[config.mk]
export PLATFORM = sky130hd
export DESIGN_NAME = red_pitaya_pwm_capture
export DESIGN_NICKNAME = d
export VERILOG_FILES = /design/src/rtl/red_pitaya_pwm_pkg.sv /design/src/rtl/red_pitaya_pwm_cap_ch.sv /design/src/rtl/red_pitaya_pwm_capture.sv
export SDC_FILE = /design/constraint.sdc
export NUM_CORES = 1
export LEC_CHECK = 0
export ABC_AREA = 1
export BUFFER_PORTS_ARGS = -buffer_cell sky130_fd_sc_hd__buf_2
export CAP_MARGIN = 20
export CORE_MARGIN = 4
export CORE_UTILIZATION = 60
export CTS_BUF_LIST = sky130_fd_sc_hd__clkbuf_2 sky130_fd_sc_hd__clkbuf_4 sky130_fd_sc_hd__clkbuf_8
export DETAILED_ROUTE_END_ITERATION = 7
export PLACE_DENSITY_LB_ADDON = 0.2
export SLEW_MARGIN = 20
export SYNTH_ARGS = -nofsm -noshare
export SYNTH_HDL_FRONTEND = slang
export SYNTH_HIERARCHICAL = 1
export SYNTH_SLANG_ARGS = --single-unit
[constraint.sdc]
create_clock -name clk_i -period 5.1 [get_ports clk_i]
set_clock_uncertainty 0.1 [all_clocks]
set_input_delay 1.02 -clock clk_i [delete_from_list [all_inputs] [get_ports clk_i]]
set_output_delay 1.02 -clock clk_i [all_outputs]
set_load 0.05 [all_outputs]
[src/rtl/red_pitaya_pwm_pkg.sv]
// Shared constants and state encoding for the slow-DAC PWM capture block.
package red_pitaya_pwm_pkg;

    localparam int PWM_FULL_DEF = 156;
    localparam int FRAME_LEN    = 16;
    localparam int PER_W        = 8;
    localparam int FRM_W        = 12;
    localparam int N_CH         = 4;

    typedef enum logic {
        ST_HUNT = 1'b0,
        ST_LOCK = 1'b1
    } state_e;

endpackage

[src/rtl/red_pitaya_pwm_cap_ch.sv]
// One capture channel: pin synchronizer, per-period high counter and frame accumulator.
module red_pitaya_pwm_cap_ch
    import red_pitaya_pwm_pkg::*;
(
    input  logic             clk_i,
    input  logic             rstn_i,
    input  logic             pwm_i,
    input  logic             en_i,
    input  logic             first_i,
    input  logic             last_i,
    input  logic             frame_end_i,
    input  logic             acc_clr_i,
    output logic [PER_W-1:0] per_o,
    output logic [FRM_W-1:0] frm_o
);

    logic [1:0]       sync_q;
    logic             sample;
    logic [PER_W-1:0] high;
    logic [FRM_W-1:0] sum;
    logic [PER_W-1:0] cnt_q, cnt_d;
    logic [FRM_W-1:0] acc_q, acc_d;
    logic [PER_W-1:0] per_q, per_d;
    logic [FRM_W-1:0] frm_q, frm_d;

    always_comb begin
        sample = sync_q[1];
        // high includes the current sample, so the period-end cycle reports the full count
        high   = first_i ? PER_W'(sample) : cnt_q + PER_W'(sample);
        sum    = acc_q + FRM_W'(high);
        cnt_d  = cnt_q;
        acc_d  = acc_q;
        per_d  = per_q;
        frm_d  = frm_q;
        if (en_i) begin
            cnt_d = high;
            if (last_i) begin
                per_d = high;
                if (frame_end_i) begin
                    frm_d = sum;
                    acc_d = '0;
                end else begin
                    acc_d = sum;
                end
            end
        end
        if (acc_clr_i) begin
            acc_d = '0;
        end
    end

    always_ff @(posedge clk_i or negedge rstn_i) begin
        if (!rstn_i) begin
            sync_q <= '0;
            cnt_q  <= '0;
            acc_q  <= '0;
            per_q  <= '0;
            frm_q  <= '0;
        end else begin
            sync_q <= {sync_q[0], pwm_i};
            cnt_q  <= cnt_d;
            acc_q  <= acc_d;
            per_q  <= per_d;
            frm_q  <= frm_d;
        end
    end

    assign per_o = per_q;
    assign frm_o = frm_q;

endmodule

[src/rtl/red_pitaya_pwm_capture.sv]
// Four-channel PWM capture: sync delay line, period/frame window counters and HUNT/LOCK framing.
module red_pitaya_pwm_capture
    import red_pitaya_pwm_pkg::*;
#(
    parameter int PWM_FULL = PWM_FULL_DEF,
    parameter int DLY      = 7
) (
    input  logic                    clk_i,
    input  logic                    rstn_i,
    input  logic [N_CH-1:0]         pwm_i,
    input  logic                    sync_i,
    input  logic                    clr_i,
    output logic [N_CH*PER_W-1:0]   per_dat_o,
    output logic                    per_vld_o,
    output logic [N_CH*FRM_W-1:0]   frm_dat_o,
    output logic                    frm_vld_o,
    output logic                    locked_o,
    output logic                    sync_err_o
);

    localparam int POS_W  = $clog2(PWM_FULL + 1);
    localparam int FCNT_W = $clog2(FRAME_LEN);
    localparam logic [POS_W-1:0]  POS_ONE  = POS_W'(1);
    localparam logic [POS_W-1:0]  POS_LAST = POS_W'(PWM_FULL);
    localparam logic [FCNT_W-1:0] FRM_LAST = FCNT_W'(FRAME_LEN - 1);

    state_e              state_q, state_d;
    logic [DLY-1:0]      sr_q, sr_d;
    logic [POS_W-1:0]    pos_q, pos_d;
    logic [FCNT_W-1:0]   frm_q, frm_d;
    logic                err_q, err_d;
    logic                per_vld_q, frm_vld_q;
    logic                sev, err_set, acc_clr;
    logic                locked, period_end, frame_end;

    always_comb begin
        sr_d       = {sr_q[DLY-2:0], sync_i};
        sev        = sr_q[DLY-1];
        state_d    = state_q;
        pos_d      = pos_q;
        frm_d      = frm_q;
        err_set    = 1'b0;
        acc_clr    = 1'b0;
        locked     = (state_q == ST_LOCK);
        period_end = locked && (pos_q == POS_LAST);
        frame_end  = period_end && (frm_q == FRM_LAST);
        case (state_q)
            ST_HUNT: begin
                if (sev) begin
                    state_d = ST_LOCK;
                    pos_d   = POS_ONE;
                    frm_d   = '0;
                    acc_clr = 1'b1;
                end
            end
            default: begin
                if (pos_q == POS_LAST) begin
                    pos_d = POS_ONE;
                    frm_d = (frm_q == FRM_LAST) ? '0 : frm_q + 1'b1;
                end else begin
                    pos_d = pos_q + 1'b1;
                end
                // a sync landing anywhere but the frame wrap re-frames and drops the partial frame
                if (sev && !frame_end) begin
                    err_set = 1'b1;
                    pos_d   = POS_ONE;
                    frm_d   = '0;
                    acc_clr = 1'b1;
                end
            end
        endcase
        err_d = err_set ? 1'b1 : (clr_i ? 1'b0 : err_q);
    end

    always_ff @(posedge clk_i or negedge rstn_i) begin
        if (!rstn_i) begin
            state_q   <= ST_HUNT;
            sr_q      <= '0;
            pos_q     <= '0;
            frm_q     <= '0;
            err_q     <= 1'b0;
            per_vld_q <= 1'b0;
            frm_vld_q <= 1'b0;
        end else begin
            state_q   <= state_d;
            sr_q      <= sr_d;
            pos_q     <= pos_d;
            frm_q     <= frm_d;
            err_q     <= err_d;
            per_vld_q <= period_end;
            frm_vld_q <= frame_end;
        end
    end

    for (genvar n = 0; n < N_CH; n++) begin : g_ch
        red_pitaya_pwm_cap_ch u_ch (
            .clk_i       (clk_i),
            .rstn_i      (rstn_i),
            .pwm_i       (pwm_i[n]),
            .en_i        (locked),
            .first_i     (pos_q == POS_ONE),
            .last_i      (pos_q == POS_LAST),
            .frame_end_i (frame_end),
            .acc_clr_i   (acc_clr),
            .per_o       (per_dat_o[n*PER_W +: PER_W]),
            .frm_o       (frm_dat_o[n*FRM_W +: FRM_W])
        );
    end

    assign per_vld_o  = per_vld_q;
    assign frm_vld_o  = frm_vld_q;
    assign locked_o   = (state_q == ST_LOCK);
    assign sync_err_o = err_q;

endmodule

Word-level counts from Yosys, hierarchy flattened
Index checks and enable logic that the tools add are counted.
- bits in registers: 191
- bits of input ports: 8
- output and inout bits: 84
- word-level logic and storage cells: 89
- add/subtract/negate cells: 10
- equal/unequal tests: 4
- mux-type cells: 36
- reductions and logical operators: 12
- operators with widths (cell ; count):
    2-to-1 mux 12 bit ; 16
    2-to-1 mux 8 bit ; 8
    adder 12 x 8 -> 12 bit ; 4
    adder 8 x 1 -> 8 bit ; 4
    2-to-1 mux 4 bit ; 5
    adder 8 x 1 -> 8 bit, second input constant ; 1
    equality test 8 x 1 -> 1 bit, second input constant ; 1
    equality test 8 bit, second input constant ; 1
    nonzero test 2 bit ; 4
    2-to-1 mux 1 bit ; 7
    AND reduction 2 bit ; 3
    adder 4 x 1 -> 4 bit, second input constant ; 1
    equality test 4 bit, second input constant ; 1
    logical AND 1 bit ; 3
    != test 3 x 1 -> 1 bit, second input constant ; 1
    AND reduction 3 bit ; 1
    logical NOT 1 bit ; 1

Logic depth before layout (Yosys ltp)
- word-level depth: 9
- depth in mapped cells: 19
- depth with buffers taken out: 19

By module
The synthesis kept the hierarchy.
- by module, submodules not included (module ; times used ; cells an instance ; area an instance (µm²) ; seq. area each (µm²)):
    red_pitaya_pwm_cap_ch at g_ch[1].u_ch ... ; 3 ; 297 ; 2289.7 ; 1051.0
    red_pitaya_pwm_cap_ch at g_ch[0].u_ch ; 1 ; 297 ; 2279.7 ; 1051.0
    red_pitaya_pwm_capture ; 1 ; 122 ; 1113.6 ; 575.6

Worst setup path after synthesis
No wires, ideal clock.
- path type: register -> register
- from: register pos_q[1]
- to: register g_ch[1].u_ch.acc_q[8]
- setup time: 0.118 ns
- arrival time: 2.967 ns
- required time: 4.882 ns
- slack: 1.915 ns
- stages on the path, launching flop included: 15
- path buffers: 0
- period minus slack after synthesis: 3.185 ns
- path through: dfrtp_1 -> inv_1 -> ha_1 -> nand4_1 -> nor3_1 -> inv_1 -> nand2_1 -> nor2_1 -> ha_1 -> a21oi_1 -> nor2_1 -> nor2_1 -> nand3b_1 -> nand3_1 -> nand2_1
- elaborated cells between the ends (all ways): 17
- classes of those cells: 1 x add/sub; 2 x eq/ne; 7 x mux; 7 x reduce/logical
- RTL lines (element ; RTL line ; source):
    start, declared ; red_pitaya_pwm_capture.sv:29 ; logic [POS_W-1:0] pos_q, pos_d;
    start signal, assigned ; red_pitaya_pwm_capture.sv:87 ; pos_q <= pos_d;
    equality test 8 x 1 -> 1 bit ; red_pitaya_pwm_capture.sv:101 ; .first_i (pos_q == POS_ONE),
    2-to-1 mux 8 bit ; red_pitaya_pwm_cap_ch.sv:29 ; high = first_i ? PER_W'(sample) : cnt_q + PER_W'(sample);
    named net g_ch[1].u_ch.high[5] ; red_pitaya_pwm_cap_ch.sv:19 ; logic [PER_W-1:0] high;
    adder 12 x 8 -> 12 bit ; red_pitaya_pwm_cap_ch.sv:30 ; sum = acc_q + FRM_W'(high);
    2-to-1 mux 12 bit ; red_pitaya_pwm_cap_ch.sv:39 ; if (frame_end_i) begin
    2-to-1 mux 12 bit ; red_pitaya_pwm_cap_ch.sv:37 ; if (last_i) begin
    2-to-1 mux 12 bit ; red_pitaya_pwm_cap_ch.sv:35 ; if (en_i) begin
    2-to-1 mux 12 bit ; red_pitaya_pwm_cap_ch.sv:47 ; if (acc_clr_i) begin
    end signal, assigned ; red_pitaya_pwm_cap_ch.sv:56 ; acc_q <= '0;
    end signal, assigned ; red_pitaya_pwm_cap_ch.sv:62 ; acc_q <= acc_d;
    end, declared ; red_pitaya_pwm_cap_ch.sv:22 ; logic [FRM_W-1:0] acc_q, acc_d;
The timed path passes the listed nets, and every way through them passes these cells. The select of a mux whose other input is x is not followed.
A chain may end at the register's enable or synchronous reset.

Worst setup path after layout
- from: register pos_q[1]
- to: register g_ch[0].u_ch.acc_q[8]
- elaborated cells between the ends (all ways): 17
- classes of those cells: 1 x add/sub; 2 x eq/ne; 7 x mux; 7 x reduce/logical
- RTL lines (element ; RTL line):
    equality test 8 x 1 -> 1 bit ; red_pitaya_pwm_capture.sv:101
    2-to-1 mux 8 bit ; red_pitaya_pwm_cap_ch.sv:29
    named net g_ch[0].u_ch.high[5] ; red_pitaya_pwm_cap_ch.sv:19
    adder 12 x 8 -> 12 bit ; red_pitaya_pwm_cap_ch.sv:30
    2-to-1 mux 12 bit ; red_pitaya_pwm_cap_ch.sv:39
    2-to-1 mux 12 bit ; red_pitaya_pwm_cap_ch.sv:37
    2-to-1 mux 12 bit ; red_pitaya_pwm_cap_ch.sv:35
    2-to-1 mux 12 bit ; red_pitaya_pwm_cap_ch.sv:47
    end signal, assigned ; red_pitaya_pwm_cap_ch.sv:56
    end signal, assigned ; red_pitaya_pwm_cap_ch.sv:62
    end, declared ; red_pitaya_pwm_cap_ch.sv:22
The timed path passes the listed nets, and every way through them passes these cells. The select of a mux whose other input is x is not followed.

==> flow_metrics.py <==
metrics = {
    "run_status": {
        "run_status": "finished, final reports clean",
    },
    "setup_path": {
        "rrSetupSlack_ns": 1.78,
        "r2r_cells": 14,
        "r2r_start": "pos_q[1]",
        "critPathKind": "reg2reg",
        "cp-end-kind": "flop",
        "r2r-end": "g_ch[0].u_ch/acc_q[8]",
        "cp_max_fo": 16,
        "cp.required_ns": 5.35,
        "crit_arrival_ns": 3.56,
        "worstSetupStartpointType": "flop",
    },
    "cells_and_area": {
        "diodes": 0,
        "drive_above_1_share_pct": 12.4,
        "area_delta_synth_final_pct": 10.1,
        "final_nets": 1458,
        "final_area_mm2": 0.0113,
    },
    "die": {
        "die_area_mm2": 0.0193,
        "die_height_um": 139,
        "pin_count": 92,
        "rows": 47,
        "start_util_pct": 61.4,
        "die_x_um": 139,
        "core_mm2": 0.0167,
    },
    "place": {
        "gp_congestion": 0.937,
        "io_buffers": 91,
        "place_ws_ns": 1.51,
        "dpl_cell_area_mm2": 0.0109,
        "post-dp-hpwl_mm": 16.8,
    },
    "pwr": {
        "power_leakage_nw": 6.38,
        "power_density_mw_per_mm2": 255,
        "p_int_mw": 2.06,
        "power_frac_clock_pct": 34.6,
        "peakVddDrop_uv": 222,
        "switchingPower_uw": 817,
        "seqPwrFrac_pct": 55.3,
        "combPwrFrac_pct": 10.1,
        "switching_share_pct": 28.4,
    },
    "clock_network": {
        "postCtsHoldBufs": 0,
        "clkLatencyLatePin_ns": 0.46,
        "clock-sinks": 191,
        "max-clock-path-buffers": 2,
        "clkTransAtPathRegs_ns": 0.09,
        "htree_levels": 4,
        "ctsResizeCount": 0,
        "root_buffer": "clkbuf_8",
        "cts_tree": "yes",
        "post_cts_buffers": 0,
        "numCtsBuffers": 17,
    },
    "sta": {
        "slew_violations": 0,
        "period_needed_ns": 3.32,
        "slew_headroom_pct": 35.4,
        "worstMarginPinSlew_ns": 0.969,
        "final-hold-violation-count": 0,
        "setup_viol": 0,
        "post-route-period-util_pct": 65.1,
        "fin_setup_tns_ns": 0,
        "fmax_mhz": 301,
        "finalWorstSetupSlack_ns": 1.78,
        "rsz0062_at_grt": "false",
    },
    "route": {
        "wl_mm": 23.3,
        "vias": 8779,
        "avgRoutedWirePerCell_um": 14.2,
        "vias_per_cell": 5.37,
        "first_iter_violations": 684,
        "antenna_left": 0,
        "drt_first_pass_iters": 7,
        "drc": 0,
    },
    "yosys": {
        "synthFlopType": "dfrtp_1",
        "yosysTopAreaCellShare_pct": 46.6,
        "synth-warning-count": 6,
        "syn_area_mm2": 0.0103,
        "syn_nets": 1366,
        "yosysTopAreaCell": "dfrtp_1",
        "netlist_instances": 1310,
        "yosys-top-cells-count": "nand2_1 (502), dfrtp_1 (191), inv_1 (136)",
        "synth-seq-area-share_pct": 46.6,
        "synth-seq-cells": 191,
        "async_flop_share_pct": 100,
        "synth-edff-count": 0,
        "synth.most_common_cell": "nand2_1",
        "synth_cell_types": 37,
        "syn_area_per_cell_um2": 7.83,
        "synth_area_leaders": "dfrtp_1 (47%), nand2_1 (18%), ha_1 (5.4%)",
    },
    "grt": {
        "grt_pass1_wl_mm": 39.8,
        "grt_max_degree": 124,
        "grt-ovfl-total": 0,
        "antenna_found_initial": 0,
        "grt_use_total_pct": 24.6,
        "grt_pass1_vias": 8384,
    },
    "flow_run": {
        "maxCapViolCount": 0,
    },
    "worst_hold_path": {
        "hp-start": "g_ch[2].u_ch/sync_q[0]",
        "hp-class": "reg2reg",
        "hold_depth": 0,
        "hold_path_end": "g_ch[2].u_ch/sync_q[1]",
    },
}
[worst max-delay path: stages, from the launching register on]
cell      delay (ns)
dfrtp_1         0.42
inv_1           0.09
ha_1            0.15
nand4_1         0.15
nor3_4          0.59
inv_1           0.29
nand2_1         0.14
nor2_1          0.09
ha_1            0.37
a21oi_1         0.31
nor2_1          0.07
nor2_1          0.14
nand3b_1        0.13
nand3_1         0.10
nand2_1         0.07
[flip-flops by register name (all words and copies together), names as in the netlist]
| signal | flops |
|---|---|
| frm_q | 4 |
| frm_vld_o | 1 |
| g_ch.u_ch/acc_q | 48 |
| g_ch.u_ch/cnt_q | 32 |
| g_ch.u_ch/frm_o | 48 |
| g_ch.u_ch/per_o | 32 |
| g_ch.u_ch/sync_q | 8 |
| locked_o | 1 |
| per_vld_o | 1 |
| pos_q | 8 |
| sr_q | 7 |
| sync_err_o | 1 |
[routing by layer]
| metal | global-route usage, % | share of wire (%) | vias up |
|---|---|---|---|
| met5 | 0 | 0 | - |
| met4 | 6.49 | 1.7 | 0 |
| met3 | 4.21 | 5.2 | 30 |
| met2 | 40.7 | 49 | 246 |
| met1 | 34.1 | 44 | 4135 |
| li1 | - | - | 4368 |
[power by group through the flow]
stage	logic (mW)	registers (mW)	clock network, mW
2_1_floorplan	0.190	1.62	0
3_3_place_gp	0.285	1.62	0
3_5_place_dp	0.293	1.62	0
4_1_cts	0.293	1.59	1.03
5_1_grt	0.338	1.60	1.10
6_report	0.290	1.59	0.995
[worst max-delay path by stage]
stage / start / to / slack, ns / depth (start not counted)
2_1_floorplan: pos_q[1] / g_ch[1].u_ch/acc_q[8] / 1.91 / 14
3_3_place_gp: pos_q[1] / g_ch[0].u_ch/frm_o[8] / 1.65 / 15
3_5_place_dp: pos_q[1] / g_ch[1].u_ch/frm_o[8] / 1.51 / 15
4_1_cts: pos_q[1] / g_ch[0].u_ch/acc_q[8] / 1.45 / 14
5_1_grt: pos_q[1] / g_ch[0].u_ch/acc_q[8] / 1.47 / 14
6_report: pos_q[1] / g_ch[0].u_ch/acc_q[8] / 1.78 / 14
[metrics by stage]
stage	cells	util (%)	hold slack [ns]	total power [mW]
floorplan	1310	-	0.231	1.80
CTS	1635	67.6	0.261	2.91
finish	1635	67.7	0.259	2.88
detailed placement	1603	65.3	0.236	1.91
global route	1635	67.7	0.268	3.04
global placement	1603	65.3	0.233	1.91
[final cells by class]
| cell class | instances | area [um2] |
|---|---|---|
| sequential | 191 | 4780 |
| multi-input combinational | 950 | 4810 |
| fill | 1396 | 5400 |
| timing repair buffer | 94 | 487 |
| clock buffer | 18 | 248 |
| tap | 220 | 275 |
| inverter | 148 | 556 |
| clock inverter | 14 | 145 |
[layout by cell type, fill, tap and decap left out, drive strengths merged]
master,instances
a31oi,8
ha,44
a21o,4
a21oi,8
o21bai,8
clkbuf,19
o22ai,3
inv,156
buf,93
nand2,513
dfrtp,191
nand3b,13
o21ai,84
a21boi,4
xor2,14
o2111ai,2
a22o,3
fa,4
nand4,27
nor3,9
xnor2,10
nor2,92
nand3,100
clkinv,5
bufinv,1
[kinds of logic (layout without fill, tap and decap cells)]
group,after synthesis,after routing,share of synthesized area (%)
buffers and inverters,169,274,6.66
AO/OA/AOI/OAI,124,124,6.90
flip-flops,191,191,46.6
AND/OR/NAND/NOR,754,754,31.7
adder cells (fa/ha/maj),48,48,6.14
XOR/XNOR,24,24,2.05
No activity file was read; power rests on OpenSTA's default activity.
